<file path="config.mk">
export PLATFORM = sky130hd
export DESIGN_NAME = int32_to_float754
export DESIGN_NICKNAME = d
export VERILOG_FILES = /design/src/rtl/float754_pkg.sv /design/src/rtl/rne_round23.sv /design/src/rtl/int32_to_float754.sv
export SDC_FILE = /design/constraint.sdc
export NUM_CORES = 1
export LEC_CHECK = 0
export CORE_ASPECT_RATIO = 2
export CORE_UTILIZATION = 50
export DETAILED_ROUTE_END_ITERATION = 7
export PLACE_DENSITY = 0.73
export SYNTH_ARGS = -nofsm -noshare
export SYNTH_HDL_FRONTEND = slang
export SYNTH_HIERARCHICAL = 1
export SYNTH_SLANG_ARGS = --single-unit
</file>
<file path="constraint.sdc">
create_clock -name clk_i -period 8.5 [get_ports clk_i]
set_clock_uncertainty 0.2 [all_clocks]
set_input_delay 0.85 -clock clk_i [delete_from_list [all_inputs] [get_ports clk_i]]
set_output_delay 0.85 -clock clk_i [all_outputs]
set_load 0.05 [all_outputs]
</file>
<file path="src/rtl/float754_pkg.sv">
// Shared fp32 definitions for the integer converter and the divider datapath.
package float754_pkg;

  localparam int FP_BIAS   = 127;
  localparam int FP_EXP_W  = 8;
  localparam int FP_FRAC_W = 23;
  localparam int INT_W     = 32;

  // Biased exponent of a magnitude whose leading one sits at bit INT_W-1
  // with no normalising shifts applied. Each shift subtracts one from it.
  localparam logic [FP_EXP_W-1:0] EXP_TOP = FP_EXP_W'(FP_BIAS + INT_W - 1);

  typedef struct packed {
    logic                 sign;
    logic [FP_EXP_W-1:0]  exp;
    logic [FP_FRAC_W-1:0] frac;
  } fp32_t;

  typedef enum logic [1:0] {
    ST_IDLE  = 2'd0,
    ST_NORM  = 2'd1,
    ST_ROUND = 2'd2
  } conv_state_e;

endpackage

</file>
<file path="src/rtl/rne_round23.sv">
// Round-to-nearest, ties-to-even on a 23-bit fraction with guard and sticky.
// A fraction carry-out renormalises by bumping the exponent.
module rne_round23
  import float754_pkg::*;
(
  input  logic [FP_FRAC_W-1:0] frac_i,
  input  logic                 guard_i,
  input  logic                 sticky_i,
  input  logic [FP_EXP_W-1:0]  exp_i,
  output logic [FP_FRAC_W-1:0] frac_o,
  output logic [FP_EXP_W-1:0]  exp_o,
  output logic                 inexact_o
);

  logic                 round_up;
  logic [FP_FRAC_W:0]   frac_sum;

  // Increment on guard when past the halfway point or when the tie breaks to even.
  always_comb begin
    round_up  = guard_i & (sticky_i | frac_i[0]);
    frac_sum  = {1'b0, frac_i} + {{FP_FRAC_W{1'b0}}, round_up};
    // On carry-out the low bits are already all zero, i.e. the fraction wraps to 0.
    frac_o    = frac_sum[FP_FRAC_W-1:0];
    exp_o     = exp_i + {{(FP_EXP_W-1){1'b0}}, frac_sum[FP_FRAC_W]};
    inexact_o = guard_i | sticky_i;
  end

endmodule

</file>
<file path="src/rtl/int32_to_float754.sv">
// Iterative int32/uint32 to fp32 converter: one normalising shift per cycle,
// then a single round-to-nearest-even step. Handshake matches the divider.
module int32_to_float754
  import float754_pkg::*;
#(
  parameter bit SIGNED_MODE = 1'b1
) (
  input  logic              clk_i,
  input  logic              rst_i,
  input  logic              start_flag,
  input  logic [INT_W-1:0]  data_i,
  output logic              busy_o,
  output logic              valid_o,
  output logic              error_o,
  output logic              inexact_o,
  output logic [INT_W-1:0]  result_o
);

  conv_state_e         state_q, state_d;
  logic                sign_q, sign_d;
  logic [INT_W-1:0]    mag_q, mag_d;
  logic [4:0]          lz_q, lz_d;
  logic                busy_q, busy_d;
  logic                valid_q, valid_d;
  logic                error_q, error_d;
  logic                inexact_q, inexact_d;
  fp32_t               result_q, result_d;

  logic                in_neg;
  logic [INT_W-1:0]    in_mag;
  logic [FP_FRAC_W-1:0] rnd_frac;
  logic [FP_EXP_W-1:0]  rnd_exp;
  logic                 rnd_inexact;

  // Sign and magnitude of the incoming operand; -2^31 maps to 0x80000000.
  always_comb begin
    in_neg = SIGNED_MODE && data_i[INT_W-1];
    in_mag = in_neg ? (~data_i + 32'd1) : data_i;
  end

  rne_round23 u_round (
    .frac_i    (mag_q[30:8]),
    .guard_i   (mag_q[7]),
    .sticky_i  (|mag_q[6:0]),
    .exp_i     (EXP_TOP - {3'b000, lz_q}),
    .frac_o    (rnd_frac),
    .exp_o     (rnd_exp),
    .inexact_o (rnd_inexact)
  );

  // Next-state and datapath updates for IDLE -> NORM -> ROUND.
  always_comb begin
    // NOTE: every signal gets a default before the case so no latch is inferred.
    state_d   = state_q;
    sign_d    = sign_q;
    mag_d     = mag_q;
    lz_d      = lz_q;
    busy_d    = busy_q;
    valid_d   = 1'b0;
    error_d   = 1'b0;
    inexact_d = inexact_q;
    result_d  = result_q;

    unique case (state_q)
      ST_IDLE: begin
        if (start_flag) begin
          sign_d = in_neg;
          mag_d  = in_mag;
          lz_d   = 5'd0;
          if (in_mag == '0) begin
            result_d  = '0;
            inexact_d = 1'b0;
            valid_d   = 1'b1;
          end else begin
            state_d = ST_NORM;
            busy_d  = 1'b1;
          end
        end
      end
      ST_NORM: begin
        error_d = start_flag;
        if (!mag_q[INT_W-1]) begin
          mag_d = mag_q << 1;
          lz_d  = lz_q + 5'd1;
        end else begin
          state_d = ST_ROUND;
        end
      end
      ST_ROUND: begin
        error_d   = start_flag;
        result_d  = '{sign: sign_q, exp: rnd_exp, frac: rnd_frac};
        inexact_d = rnd_inexact;
        valid_d   = 1'b1;
        busy_d    = 1'b0;
        state_d   = ST_IDLE;
      end
      default: state_d = ST_IDLE;
    endcase
  end

  // State and datapath registers; reset aborts any conversion in flight.
  always_ff @(posedge clk_i or posedge rst_i) begin
    if (rst_i) begin
      state_q   <= ST_IDLE;
      sign_q    <= 1'b0;
      mag_q     <= '0;
      lz_q      <= 5'd0;
      busy_q    <= 1'b0;
      valid_q   <= 1'b0;
      error_q   <= 1'b0;
      inexact_q <= 1'b0;
      result_q  <= '0;
    end else begin
      // NOTE: non-blocking so every register samples the pre-edge values.
      state_q   <= state_d;
      sign_q    <= sign_d;
      mag_q     <= mag_d;
      lz_q      <= lz_d;
      busy_q    <= busy_d;
      valid_q   <= valid_d;
      error_q   <= error_d;
      inexact_q <= inexact_d;
      result_q  <= result_d;
    end
  end

  assign busy_o    = busy_q;
  assign valid_o   = valid_q;
  assign error_o   = error_q;
  assign inexact_o = inexact_q;
  assign result_o  = result_q;

endmodule

</file>
# Word level (Yosys, flattened, before mapping)
# Cells that the tools add are included.
[totals]
regBits = 76
inputBits = 35
out_inout_bits = 36
wordCells = 64
[op_classes]
add_sub_neg = 5
eq_ne = 7
mux = 24
n_bitwise = 4
reduce_logical = 12
[ops]
columns = ["op", "count"]
rows = [
  ["two-way mux 32 bit", 5],
  ["one-hot mux 32 bit (2 select lines)", 2],
  ["adder 32 x 1 -> 32 bit, second input constant", 1],
  ["zero test 32 bit", 1],
  ["inverter 32 bit", 1],
  ["adder 23 x 1 -> 24 bit", 1],
  ["AND reduction 3 bit", 4],
  ["two-way mux 5 bit", 2],
  ["inequality test 2 bit, second input constant", 5],
  ["one-hot mux 5 bit (2 select lines)", 1],
  ["adder 8 x 1 -> 8 bit", 1],
  ["subtractor 8 x 5 -> 8 bit, first input constant", 1],
  ["two-way mux 1 bit", 7],
  ["OR reduction 7 bit", 1],
  ["two-way mux 2 bit", 3],
  ["one-hot mux 1 bit (2 select lines)", 3],
  ["adder 5 x 1 -> 5 bit, second input constant", 1],
  ["one-hot mux 2 bit (2 select lines)", 1],
  ["AND reduction 2 bit", 2],
  ["nonzero test 2 bit", 2],
  ["== test 2 x 1 -> 1 bit, second input constant", 1],
  ["== test 2 bit, second input constant", 1],
  ["zero test 2 bit", 1],
  ["OR 1 bit", 2],
  ["2 further kinds", 2],
]

# Depth between registers and ports, before layout
# Gate-level depths: netlist of run 1.
[logic_depth]
depth_word = 7
mapped_depth = 14
mapped_depth_nobuf = 14

# By module
# Netlist of run 1, hierarchy kept.
[by_module_without_submodules]
columns = ["mod", "n_inst", "cells_each", "area_each_um2", "seq_area_each_um2"]
rows = [
  ["int32_to_float754", 1, 610, 5006.1, 1901.8],
  ["rne_round23", 1, 78, 580.6, 0.0],
]

# Worst setup path after synthesis of run 1
# No wires, ideal clock.
[synth_path]
kind = "input port to flip-flop"
startpoint = "input data_i[0]"
endpoint = "register result_q, in the netlist result_o[3]"
setup_time_ps = 121
t_arrival_ps = 4060
required_ps = 8179
slack_ps = 4119
path_stages = 13
path_buffers = 3
cell_sequence = "inv_1 > ha_1 > or4b_4 > or4_1 > buf_2 > or3_4 > or3_4 > nor4_2 > nor3_2 > o41ai_4 > buf_6 > buf_4 > o21ai_1"
[synth_via]
elab_chain_len = 6
[synth_lines]
columns = ["item", "line", "text"]
rows = [
  ["start, declared", "int32_to_float754.sv:11", "input logic [INT_W-1:0] data_i,"],
  ["inverter 32 bit", "int32_to_float754.sv:38", "in_mag = in_neg ? (~data_i + 32'd1) : data_i;"],
  ["adder 32 x 1 -> 32 bit", "int32_to_float754.sv:38", ""],
  ["two-way mux 32 bit *", "int32_to_float754.sv:38", ""],
  ["zero test 32 bit *", "int32_to_float754.sv:70", "if (in_mag == '0) begin"],
  ["inequality test 2 bit (no source line) *", "--", ""],
  ["AND reduction 3 bit (no source line) *", "--", ""],
  ["end signal, assigned", "int32_to_float754.sv:123", "result_q <= result_d;"],
  ["end, declared", "int32_to_float754.sv:27", "fp32_t result_q, result_d;"],
]
# Every way passes the cells marked *; elsewhere a longest branch is shown, timed or not.
# A chain may end at the register's enable or synchronous reset.

# Worst setup path after layout of run 1
# Same ends and word-level chain as after synthesis.

==> flow_summary_export.csv, run 1 <==
group,metric,value,unit
outcome,status,"finished clean",
worst_hold_path,hp-start,"mag_q[5]",
routing,post_drt_wl_per_cell,16.5,µm
logic_synthesis,syn_area,0.00559,mm²
worst_hold_path,hold_path_class,"reg -> reg",
routing,viasPerCell,5.88,
timing,min_period,5.36,ns
logic_synthesis,synth_largest_area_cell,"dfrtp_1",
logic_synthesis,synth_edf_count,0,
cells_and_area,num_antenna_cells,0,
logic_synthesis,yosys_warnings,6,
worst_setup_path,cp-start-kind,"primary input",
global_route,grt_usage,26.1,%
cells_and_area,final_cell_area,0.00662,mm²
logic_synthesis,synth_fp_nets,732,
worst_setup_path,required,8.55,ns
clock_network,htree_levels,3,
logic_synthesis,synthFlopType,"dfrtp_1",
routing,ant_nets,0,
logic_synthesis,ys_ff_latch,76,
global_route,grt_max_degree,77,
worst_setup_path,slowest_stage,"or4_1",
flow_run,max_cap_violations,0,
logic_synthesis,syn_area_per_cell,8.12,µm²
clock_network,numCtsBuffers,9,
clock_network,clock-sinks,76,
worst_hold_path,hold_depth,2,
cells_and_area,syn2layout_area_growth,18.4,%
worst_hold_path,min_to,"mag_q[5]",
placement,dp_hpwl,10.7,mm
global_route,grt-ovfl-total,0,
worst_setup_path,crit_buf_inv,3,
logic_synthesis,netlist.area_leader.share,34.0,%
worst_setup_path,r2r_end,"mag_q[28]",
timing,hold_viol,0,
floorplan,initial_core_util,51.4,%
floorplan,core.rowCount,54,
worst_setup_path,critical_path_class,"in -> reg",
worst_setup_path,cp.arrival,5.40,ns
floorplan,die_area,0.0116,mm²
clock_network,cts_resized,0,
worst_setup_path,crit_fanout,66,
clock_network,cts_tree,"yes",
floorplan,core_area,0.0109,mm²
cells_and_area,nFillCells,935,
routing,drt_wl_total,14.3,mm
timing,max-slew-margin-rel,29.0,%
worst_setup_path,timing.rr.start,"state_q[1]",
timing,setup_viol,0,
worst_setup_path,rrSetupSlack,5.14,ns
timing,whs,0.316,ns
routing,drc,0,
clock_network,clk_pin_slew,0.06,ns
timing,rsz0062_at_grt,"no",
placement,dpl_cell_area,0.00626,mm²
placement,gp_congestion,0.914,
clock_network,clock_latency,0.34,ns
timing,setup_tns,0,ns
floorplan,io_pins,71,
cells_and_area,layout_commonest_cell,"dfrtp_1",
logic_synthesis,async_flop_share,100,%
timing,finalCritPeriodShare,63.0,%
worst_setup_path,slowest_delay,0.70,ns
placement,portBuffers,70,
pwr,p_leak,2.63,nW
logic_synthesis,yosysUniqueCellTypes,72,
global_route,antenna_found_initial,0,
cells_and_area,drive_above_1_share,7.85,%
floorplan,fp.dieH,151,µm
global_route,grt_pass1_wl,23.8,mm
routing,drt_iter0_markers,272,
global_route,grt_pass1_vias,4983,
pwr,power.total,2.15,mW
routing,vias,5091,
worst_setup_path,crit_chain,"clkdlybuf4s50_1, inv_1, ha_1, or4b_4, or4_1, or4_1, o31a_1, o311ai_1, nand2_1, o41ai_4, buf_4, nand3_1, o21ai_1",
pwr,max-vdd-ir-drop,0.187,mV
timing,tightest_slew,1.07,ns
worst_setup_path,crit_top_cell,"or4_1",
worst_setup_path,worstRegToRegCells,6,
clock_network,root_buffer,"clkbuf_16",
clock_network,cts_setup_buffers,0,
worst_setup_path,path_delay_family,"simple AND/OR/NAND/NOR gates",
logic_synthesis,synth_area_leaders,"dfrtp_1 (34%), xnor2_1 (6.0%), nand3_1 (4.3%)",
pwr,p_per_area,324,mW/mm²
clock_network,clockBufferDepth,2,
cells_and_area,num-nets-final,766,
timing,clock.fmax,0.187,GHz
logic_synthesis,syn-instance-count,688,
routing,firstDrtPassIters,5,
worst_setup_path,crit_path_end_kind,"flip-flop",
cells_and_area,layout_common_cells,"dfrtp_1 (76), clkdlybuf4s50_1 (70), nand2_1 (59)",
logic_synthesis,ys_seq_area_share,34.0,%
floorplan,die_x,76.7,µm
clock_network,cts-hold-fix-buffers,0,
timing,drv_slew,0,
==> routing by layer <==
| layer | routed length (µm) | track usage (%) | share of wire [%] |
|---|---|---|---|
| met4 | 563 | 15.0 | 3.9 |
| met1 | 5420 | 27.6 | 38 |
| met5 | 0 | 0 | 0 |
| met3 | 395 | 3.53 | 2.8 |
| met2 | 7910 | 49.1 | 55 |
==> layout make-up <==
type	count	area (µm²)	area share, %
tap	140	175	2.65
inverter	50	188	2.84
clock buffer	10	229	3.46
multi-input combinational	509	3250	49.1
timing repair buffer	76	746	11.3
sequential	76	1900	28.7
clock inverter	5	125	1.89
==> where the power goes <==
part           internal, mW  switching, mW
clock                 0.314          0.140
sequential            0.513          0.148
combinational         0.349          0.680
==> flip-flops by register name (all words and copies together) (netlist names), 2 cells and up <==
signal,count
mag_q,32
result_o,32
lz_q,5
state_q,2
==> per-stage QoR <==
step / setup slack (ns) / std cells / util, %
after floorplan: 4.12 / 688 / -
after global placement: 2.94 / 851 / 57.6
after detailed placement: 2.83 / 851 / 57.6
after CTS: 3.13 / 866 / 60.8
after global routing: 2.88 / 866 / 60.8
final: 3.14 / 866 / 60.8
==> synth_stat cells (all sizes together) (8+ instances only) <==
cell type / instances
o21ai: 78
dfrtp: 76
nand2: 59
nand3: 55
nor2: 51
inv: 50
xnor2: 38
clkbuf: 36
a31oi: 26
xor2: 23
a21oi: 17
buf: 17
nor3: 15
nor4: 13
or3: 12
and3: 9
ha: 9
nand4: 8
==> worst max path at each step <==
stage / start / cells past startpoint / slack (ns) / endpoint
2_1_floorplan: data_i[0] / 13 / 4.12 / result_o[3]
4_1_cts: data_i[0] / 13 / 3.13 / result_o[3]
3_5_place_dp: data_i[0] / 13 / 2.83 / result_o[7]
3_3_place_gp: data_i[0] / 13 / 2.94 / result_o[10]
5_1_grt: data_i[0] / 13 / 2.88 / result_o[3]
6_report: data_i[0] / 13 / 3.14 / result_o[3]
==> worst min-delay path: stages, from the launching register on <==
cell,delay [ns]
dfrtp_1,0.36
nand2_1,0.05
o21ai_0,0.06
==> cell families (layout without fill, tap and decap cells) <==
kind of cell / after synthesis / count (layout) / share of synthesized area [%]
DFF: 76 / 76 / 34.0
and+or+nand+nor: 261 / 261 / 25.7
muxes: 6 / 6 / 1.08
AOI/OAI and AO/OA: 172 / 172 / 19.7
buffers and inverters: 103 / 141 / 7.86
xor gates and xnor gates: 61 / 61 / 9.56
adders and majority gates: 9 / 9 / 2.02
No activity file was read; power rests on OpenSTA's default activity.
==> inputs of run 2 (changes only) <==
- PLACE_DENSITY: 0.73 -> 0.76
- clock period: 8.5 -> 4.3 ns (I/O delays scaled with it)
==> run 2 against run 1 <==
Effect of this change:
- total power increased by 100%
- non-clock buffer count rose by 66
- cell count grew 7.7%
- design area is 9.1% higher
- flip-flop and latch count is the same
- sequential power rose by 100%
- first-iteration DRC count up 22%
- highest routed layer unchanged
- critical path depth up 2
- sequential share of layout area down 2.4 points
==> flow_summary_export.csv, run 2 (synthesis results as in run 1) <==
group,metric,value,unit
outcome,status,"finished clean",
timing,setup_viol,0,
floorplan,core.rowCount,54,
cells_and_area,num-nets-final,832,
timing,drv_slew,0,
clock_network,cts-hold-fix-buffers,0,
worst_setup_path,crit_fanout,17,
routing,drc,0,
global_route,grt_pass1_vias,5342,
clock_network,clk_pin_slew,0.06,ns
cells_and_area,nFillCells,885,
worst_setup_path,cp.arrival,4.25,ns
routing,drt_iter0_markers,332,
clock_network,numCtsBuffers,9,
worst_setup_path,cp-start-kind,"primary input",
routing,ant_nets,0,
floorplan,initial_core_util,51.4,%
global_route,grt-ovfl-total,0,
timing,rsz0062_at_grt,"yes",
worst_setup_path,slowest_stage,"or4_4",
clock_network,cts_tree,"yes",
timing,tightest_slew,0.806,ns
clock_network,root_buffer,"clkbuf_16",
worst_setup_path,slowest_delay,0.56,ns
cells_and_area,drive_above_1_share,17.0,%
clock_network,clock_latency,0.34,ns
floorplan,die_x,76.7,µm
timing,min_period,4.20,ns
pwr,p_per_area,596,mW/mm²
cells_and_area,layout_common_cells,"dfrtp_1 (76), clkdlybuf4s50_1 (69), buf_4 (68)",
routing,firstDrtPassIters,7,
worst_setup_path,crit_path_end_kind,"flip-flop",
timing,clock.fmax,0.238,GHz
global_route,grt_usage,28.1,%
placement,gp_congestion,0.940,
worst_setup_path,critical_path_class,"in -> reg",
timing,hold_viol,0,
placement,pre_cts_slack,-0.339,ns
placement,portBuffers,70,
pwr,max-vdd-ir-drop,0.432,mV
timing,max-slew-margin-rel,46.2,%
global_route,grt_pass1_wl,25.6,mm
global_route,antenna_found_initial,0,
global_route,grt_max_degree,62,
clock_network,htree_levels,3,
cells_and_area,layout_commonest_cell,"dfrtp_1",
placement,dp_hpwl,11.3,mm
floorplan,io_pins,71,
timing,finalCritPeriodShare,97.6,%
pwr,p_leak,2.99,nW
flow_run,max_cap_violations,0,
timing,worst_slack,0.104,ns
routing,drt_wl_total,15.5,mm
cells_and_area,syn2layout_area_growth,29.2,%
clock_network,clockBufferDepth,2,
clock_network,clock-sinks,76,
worst_setup_path,required,4.35,ns
floorplan,fp.dieH,151,µm
floorplan,die_area,0.0116,mm²
worst_setup_path,crit_chain,"clkdlybuf4s50_1, inv_1, ha_2, or4b_4, or4_4, or4_1, o31a_1, o311ai_2, nand2_1, o41ai_4, buf_4, buf_4, buf_12, nand3_1, o21ai_2",
floorplan,core_area,0.0109,mm²
cells_and_area,num_antenna_cells,0,
routing,viasPerCell,5.85,
worst_setup_path,crit_top_cell,"buf_4",
worst_hold_path,hold_path_class,"in -> async",
routing,vias,5461,
routing,post_drt_wl_per_cell,16.7,µm
pwr,power.total,4.30,mW
run 2: stage by stage:
stage | cells | util, % | TNS [ns] | area (µm²) | hold WS [ns]
floorplan | 688 | - | 0 | 5590 | 0.270
global placement | 910 | 61.8 | -7.22 | 6720 | 0.291
detailed placement | 910 | 61.8 | -10.00 | 6720 | 0.295
CTS | 932 | 65.7 | 0 | 7150 | 0.247
global route | 933 | 66.4 | -0.0976 | 7220 | 0.271
finish | 933 | 66.4 | 0 | 7220 | 0.228
run 2: what timing repair did:
| action | 4_1_cts | 5_1_grt |
|---|---|---|
| pin swaps | 2 | 3 |
| cloned | 3 | 0 |
| hold endpoints to repair | 0 | 0 |
| setup endpoints to repair | 1 | 35 |
| resized for setup | 1 | 14 |
| buffers inserted | 3 | 1 |
run 2: power breakdown:
| part | internal, mW | switching [mW] |
|---|---|---|
| Combinational | 0.778 | 1.39 |
| Sequential | 1.01 | 0.302 |
| Clock | 0.524 | 0.292 |
| Total | 2.32 | 1.98 |
run 2: critical path, delay by kind of cell:
family	cells	cell delay, ns
buffers and inverters	5	0.92
AO/OA/AOI/OAI	4	0.91
AND/OR/NAND/NOR	5	1.80
adder cells (fa/ha/maj)	1	0.17
run 2: cell type report:
cell class	instances	area [µm²]	share of cell area, %
Clock buffer	10	239	3.31
Inverter	50	188	2.60
Multi-Input combinational cell	509	3320	46.0
Tap cell	140	175	2.43
Sequential cell	76	1900	26.3
Clock inverter	6	86.3	1.20
Timing Repair Buffer	142	1310	18.1
run 2: per-layer routing:
layer,vias to the layer above,track usage (%),share of wire [%]
met4,0,15.8,5.0
li1,2654,-,-
met3,57,3.05,3.2
met1,2557,28.6,36
met5,-,0,0
met2,193,54.7,56
run 2: final timing paths:
check	startpoint	end	slack (ns)	depth (start not counted)
setup / recovery	data_i[1]	result_o[3]	0.10	15
hold / removal	rst_i	result_o[28]	0.23	2
setup reg to reg	mag_q[0]	result_o[30]	0.90	14
hold reg to reg	sign_q	sign_q	0.30	2
max in group asynchronous	rst_i	result_o[12]	2.63	3
min in group clk_i	sign_q	sign_q	0.30	2
